File: config.mk
export PLATFORM = sky130hd
export DESIGN_NAME = ramenable_multicfg
export DESIGN_NICKNAME = d
export VERILOG_FILES = /design/src/rtl/ramenable_multicfg.sv
export SDC_FILE = /design/constraint.sdc
export NUM_CORES = 2
export LEC_CHECK = 0
export CAP_MARGIN = 40
export CORE_MARGIN = 2
export CORE_UTILIZATION = 40
export CTS_BUF_LIST = sky130_fd_sc_hd__clkbuf_16
export DETAILED_ROUTE_END_ITERATION = 6
export HOLD_SLACK_MARGIN = 0.06
export MAX_ROUTING_LAYER = met4
export SYNTH_ARGS = -nofsm -noshare
export SYNTH_HDL_FRONTEND = slang
export SYNTH_SLANG_ARGS = --single-unit
File: constraint.sdc
create_clock -name fpga_clk -period 42.2 [get_ports fpga_clk]
set_clock_uncertainty 0.05 [all_clocks]
set_input_delay 6.33 -clock fpga_clk [delete_from_list [all_inputs] [get_ports fpga_clk]]
set_output_delay 6.33 -clock fpga_clk [all_outputs]
set_load 0.02 [all_outputs]
File: src/rtl/ramenable_multicfg.sv
// ramenable_multicfg
//   RAM/bus enable lookup for the 6502-side address bus. Holds NUM_CFGS
//   independent enable maps. Each map is indexed by {rwbar, address high bits}.
//   After reset, a sequencer fills the whole table with DEFAULT_ENT, one entry
//   per cycle. During that time ready is low. Config switches requested with
//   cfg_req wait until phi2 is low, so the active map never changes in the
//   middle of a CPU access.
//
// Optional feature: define RAMEN_WRITE_TRAP_EN to add a write-trap monitor
//   (outputs trap_valid/trap_addr, input trap_clr).
//
// Ports
//   fpga_clk          system clock, all state on rising edge
//   reset             synchronous, active-high
//   address           CPU address
//   phi2              CPU phase-2 clock (sampled level)
//   rwbar             1 = read, 0 = write
//   mreq              memory request, active-high
//   cs_ram            phi2 & ram_en & mreq & ready
//   cs_bus            (phi2 & bus_en) | !mreq
//   we                phi2 & !rwbar
//   table_we          table write strobe (ignored while clearing)
//   table_write_addr  {cfg, rwbar, region}
//   table_val         {ram_en, bus_en}
//   cfg_req           1-cycle pulse requesting a switch to cfg_next
//   cfg_next          requested config
//   cfg_ack           1-cycle pulse when the switch takes effect
//   active_cfg        config currently used for lookup
//   ready             low while the table is being cleared
//   trap_valid        (trap build) sticky write-to-disabled-region flag
//   trap_addr         (trap build) address of the first trapped write
//   trap_clr          (trap build) clears trap_valid
module ramenable_multicfg #(
    parameter int         ADDR_WIDTH  = 16,
    parameter int         GRAN_SIZE   = 256,
    parameter int         NUM_CFGS    = 4,
    parameter logic [1:0] DEFAULT_ENT = 2'b01,
    localparam int        GB          = $clog2(GRAN_SIZE),
    localparam int        RB          = ADDR_WIDTH - GB,
    localparam int        CB          = $clog2(NUM_CFGS),
    localparam int        TA          = CB + 1 + RB
) (
    input  logic                  fpga_clk,
    input  logic                  reset,
    input  logic [ADDR_WIDTH-1:0] address,
    input  logic                  phi2,
    input  logic                  rwbar,
    input  logic                  mreq,
    output logic                  cs_ram,
    output logic                  cs_bus,
    output logic                  we,
    input  logic                  table_we,
    input  logic [TA-1:0]         table_write_addr,
    input  logic [1:0]            table_val,
    input  logic                  cfg_req,
    input  logic [CB-1:0]         cfg_next,
    output logic                  cfg_ack,
    output logic [CB-1:0]         active_cfg,
    output logic                  ready
`ifdef RAMEN_WRITE_TRAP_EN
    ,
    output logic                  trap_valid,
    output logic [ADDR_WIDTH-1:0] trap_addr,
    input  logic                  trap_clr
`endif
);

    localparam int TBL_DEPTH = 2 ** TA;

    typedef enum logic {ST_CLEAR, ST_RUN} state_t;

    state_t          r_state;
    state_t          w_state_next;

    logic [1:0]      r_table [0:TBL_DEPTH-1];
    logic [TA-1:0]   r_clr_idx;
    logic [1:0]      r_outval;
    logic [CB-1:0]   r_active_cfg;
    logic            r_pend;
    logic [CB-1:0]   r_pend_cfg;
    logic            r_cfg_ack;
    logic            r_ready;

    logic [TA-1:0]   w_lookup_idx;
    logic            w_tbl_we;
    logic [TA-1:0]   w_tbl_waddr;
    logic [1:0]      w_tbl_wdata;
    logic            w_unused_addr;

    assign w_lookup_idx  = {r_active_cfg, rwbar, address[ADDR_WIDTH-1 -: RB]};
    assign w_unused_addr = ^address[GB-1:0];

    // State register
    always_ff @(posedge fpga_clk) begin
        if (reset) begin
            r_state <= ST_CLEAR;
        end else begin
            r_state <= w_state_next;
        end
    end

    // Next state and the single table write port. The clear sequencer and
    // host writes share the port; host writes are ignored while clearing.
    always_comb begin
        w_state_next = r_state;
        w_tbl_we     = 1'b0;
        w_tbl_waddr  = table_write_addr;
        w_tbl_wdata  = table_val;
        case (r_state)
            ST_CLEAR: begin
                w_tbl_we    = !reset;
                w_tbl_waddr = r_clr_idx;
                w_tbl_wdata = DEFAULT_ENT;
                if (r_clr_idx == {TA{1'b1}}) begin
                    w_state_next = ST_RUN;
                end
            end
            ST_RUN: begin
                w_tbl_we = table_we && !reset;
            end
            default: begin
                w_state_next = ST_CLEAR;
            end
        endcase
    end

    always_ff @(posedge fpga_clk) begin
        if (w_tbl_we) begin
            r_table[w_tbl_waddr] <= w_tbl_wdata;
        end
    end

    always_ff @(posedge fpga_clk) begin
        if (reset) begin
            r_clr_idx    <= '0;
            r_outval     <= DEFAULT_ENT;
            r_active_cfg <= '0;
            r_pend       <= 1'b0;
            r_pend_cfg   <= '0;
            r_cfg_ack    <= 1'b0;
            r_ready      <= 1'b0;
        end else begin
            r_ready   <= (w_state_next == ST_RUN);
            r_cfg_ack <= 1'b0;
            if (r_state == ST_CLEAR) begin
                r_clr_idx <= r_clr_idx + 1'b1;
                r_outval  <= DEFAULT_ENT;
            end else begin
                // A host write takes the cycle; the lookup result holds.
                if (!table_we) begin
                    r_outval <= r_table[w_lookup_idx];
                end
                if (r_pend && !phi2) begin
                    r_active_cfg <= r_pend_cfg;
                    r_pend       <= 1'b0;
                    r_cfg_ack    <= 1'b1;
                end
                // Written after the apply, so a request arriving in the same
                // cycle stays pending for the next phi2-low window.
                if (cfg_req) begin
                    r_pend     <= 1'b1;
                    r_pend_cfg <= cfg_next;
                end
            end
        end
    end

`ifdef RAMEN_WRITE_TRAP_EN
    always_ff @(posedge fpga_clk) begin
        if (reset) begin
            trap_valid <= 1'b0;
            trap_addr  <= '0;
        end else if (trap_clr) begin
            trap_valid <= 1'b0;
        end else if (r_state == ST_RUN && phi2 && mreq && !rwbar &&
                     r_outval == 2'b00 && !trap_valid) begin
            trap_valid <= 1'b1;
            trap_addr  <= address;
        end
    end
`endif

    assign cs_ram     = phi2 & r_outval[1] & mreq & r_ready;
    assign cs_bus     = (phi2 & r_outval[0]) | !mreq;
    assign we         = phi2 & !rwbar;
    assign cfg_ack    = r_cfg_ack;
    assign active_cfg = r_active_cfg;
    assign ready      = r_ready;

endmodule

==> impl_metrics.py <==
metrics = {
    "synth": {
        "synth_area_leaders": "edfxtp_1 74%, mux4_2 14%, nor2_1 4.8%",
        "synth_top_family_by_area": "multiplexers",
        "synth_xor_area_share_pct": 0.0472,
        "ys_top_cells_by_count": "4096 x edfxtp_1, 2120 x nor2_1, 1071 x mux4_2",
        "synth_cell_types": 73,
        "synth_warnings": 0,
        "syn-num-nets": 9254,
        "synth_area_mm2": 0.167,
        "synthFlopType": "edfxtp_1",
        "synth_top_area_share_pct": 73.6,
        "yosysMostFrequentCell": "edfxtp_1",
        "synthMuxAreaShare_pct": 16.0,
        "synth_edf_count": 4096,
        "ys_async_sr_fraction_pct": 0,
        "synthAdderAreaFrac_pct": 0.00749,
        "synth_compound_area_share_pct": 1.93,
        "yosys.area_share.simple_pct": 6.00,
        "ys_seq_elements": 4116,
        "ys_seq_area_share_pct": 73.8,
        "avgSynthCellArea_um2": 18.1,
        "synthCells": 9215,
        "yosysTopAreaCell": "edfxtp_1",
    },
    "global_route": {
        "antenna_found_initial": 43,
        "grt_first_pass_wirelength_um": 680000,
        "grt_max_degree": 245,
        "grt_pass1_vias": 92351,
        "grt_remaining_overflow": 0,
        "grt_usage_pct": 23.1,
    },
    "detailed_routing": {
        "vias": 90978,
        "wire_per_inst_um": 32.0,
        "drtPass1Iterations": 6,
        "drt_first_iter_violations": 13449,
        "drt-total-wl_um": 483000,
        "ant_nets": 0,
        "drc": 0,
        "vias_per_cell": 6.02,
    },
    "timing": {
        "period_share_pct": 33.9,
        "layout_min_cycle_time_ns": 14.29,
        "hold_slack_ns": 0.429,
        "fin_setup_tns_ns": 0,
        "finalSetupViolCount": 0,
        "hold_viol_final": 0,
        "timing.fmax_mhz": 70.0,
        "worst_pin_slew_ns": 1.31,
        "report.final.slew_viol_count": 0,
        "max_slew_margin_pct": 12.9,
        "rsz0062_at_grt": "false",
    },
    "clock_network": {
        "cts.repair.resized": 0,
        "h-tree-depth": 5,
        "worstSkewPairLatency_ns": 0.99,
        "clock_path_buffers": 4,
        "cts.sink_count": 4116,
        "ctsRootBufferMaster": "clkbuf_16",
        "cts_tree": "built",
        "cts_buffers": 404,
        "path_clk_slew_ns": 0.06,
        "cts_setup_buffers": 0,
        "cts_hold_buf": 0,
    },
    "worst_setup_path": {
        "path_class": "primary input to primary output",
        "crit_arrival_ns": 7.91,
        "reg2reg_slack_ns": 36.36,
        "r2r-start": "ready$_SDFF_PP0_",
        "r2r_end": "r_table[306][0]$_DFFE_PP_",
        "ff2ff_path_depth": 7,
        "cp_max_fo": 6,
        "worst_setup_path_start_kind": "primary input",
        "required_ns": 35.82,
        "end_kind": "primary output",
    },
    "floorplan": {
        "ios": 45,
        "die_area_mm2": 0.423,
        "die_height_um": 650,
        "rows": 237,
        "dieWidth_um": 650,
        "core_area_mm2": 0.416,
        "start_util_pct": 40.1,
    },
    "power_and_ir_drop": {
        "power_density_mw_per_mm2": 43.8,
        "ir_drop_mv": 0.0363,
        "leakagePower_nw": 60.2,
    },
    "finish": {
        "syn2layout_area_growth_pct": 12.8,
        "layout-drive-gt1-share_pct": 21.8,
        "fillers": 35271,
        "nNetsFinal": 9319,
        "fin_area_mm2": 0.188,
        "instances_no_fill": 15121,
    },
    "min_path": {
        "min_path_cells": 2,
        "min_path_type": "register to register",
        "whs_endpoint": "r_pend_cfg[0]$_SDFFE_PP0P_",
        "hp-start": "r_pend_cfg[0]$_SDFFE_PP0P_",
    },
    "placement": {
        "place_inst": 14369,
        "port_buffers": 36,
        "postPlaceCellArea_mm2": 0.176,
        "gp_congestion": 0.826,
        "hpwlAfterDp_um": 286000,
    },
    "outcome": {
        "status": "complete, no violations",
    },
    "run": {
        "max-cap-violations": 0,
    },
}
-- cell families (layout without fill, tap and decap cells) --
kind of cell	after synthesis	after routing
compound gates	458	458
xor+xnor	9	9
fa+ha+maj	1	1
buf+inv	772	1167
flops	4116	4116
mux	1319	1319
other cells	0	14
simple gates	2540	2540
-- flip-flops by register name, summed over array words and instances, names as in the netlist --
register	cells
active_cfg	2
cfg_ack	1
r_clr_idx	11
r_outval	2
r_pend	1
r_pend_cfg	2
r_table	4096
ready	1
-- cell usage in the layout (no fill, tap or decap), types with 55 or more instances in the layout --
cell / Yosys / final
a21oi_1: 80 / 79
a22oi_1: 83 / 83
buf_16: 0 / 55
buf_4: 71 / 259
clkbuf_16: 0 / 410
clkinv_1: 1 / 102
clkinv_2: 0 / 81
edfxtp_1: 4096 / 4096
inv_1: 14 / 93
mux2i_1: 222 / 222
mux4_2: 1071 / 1071
nand2_1: 168 / 160
nor2_1: 2120 / 2097
nor3_1: 78 / 77
o221ai_1: 77 / 77
o22ai_1: 59 / 59
-- how the worst max path moves through the flow --
stage | depth (start not counted) | start | slack [ns] | endpoint
2_1_floorplan | 1 | table_val[0] | 3.00 | r_table[0][0]$_DFFE_PP_
3_3_place_gp | 3 | rwbar | 27.92 | we
3_5_place_dp | 3 | rwbar | 27.95 | we
4_1_cts | 3 | rwbar | 27.93 | we
5_1_grt | 3 | rwbar | 27.83 | we
6_report | 3 | rwbar | 27.91 | we
-- per-layer routing --
layer	part of all wire [%]	up-vias	global-route usage (%)
met5	0	-	-
met2	48	5042	36.4
met3	10	732	4.17
met4	3.1	0	6.61
met1	39	48624	30.8
li1	-	36580	-
-- power breakdown --
part | switching [mW] | total, mW | internal [mW]
logic | 0.205 | 0.336 | 0.131
clock network | 1.54 | 3.50 | 1.96
registers | 0.000640 | 4.43 | 4.42
-- final cells by class --
cell class / count / area (um2) / area share [%]
Sequential cell: 4116 / 123000 / 65.5
Clock buffer: 410 / 10300 / 5.44
Tap cell: 5497 / 6880 / 3.65
Antenna cell: 14 / 35.0 / 0.0186
Inverter: 16 / 75.1 / 0.0398
Multi-Input combinational cell: 4327 / 40500 / 21.5
Timing Repair Buffer: 415 / 4890 / 2.59
Clock inverter: 326 / 2460 / 1.31
-- through the flow --
step           power [mW]  utilization (%)  worst slack (ns)
5_1_grt              8.47             45.3             27.83
2_1_floorplan        4.72                -              3.00
3_3_place_gp         4.84             41.6             27.92
4_1_cts              8.30             45.3             27.93
3_5_place_dp         4.85             42.2             27.95
6_report             8.26             45.3             27.91
-- worst max-delay path: stages --
cell and delay (ns):
clkdlybuf4s50_1 0.71, nor2b_1 0.23, clkdlybuf4s50_1 0.63
(Power assumes the default switching activity.)
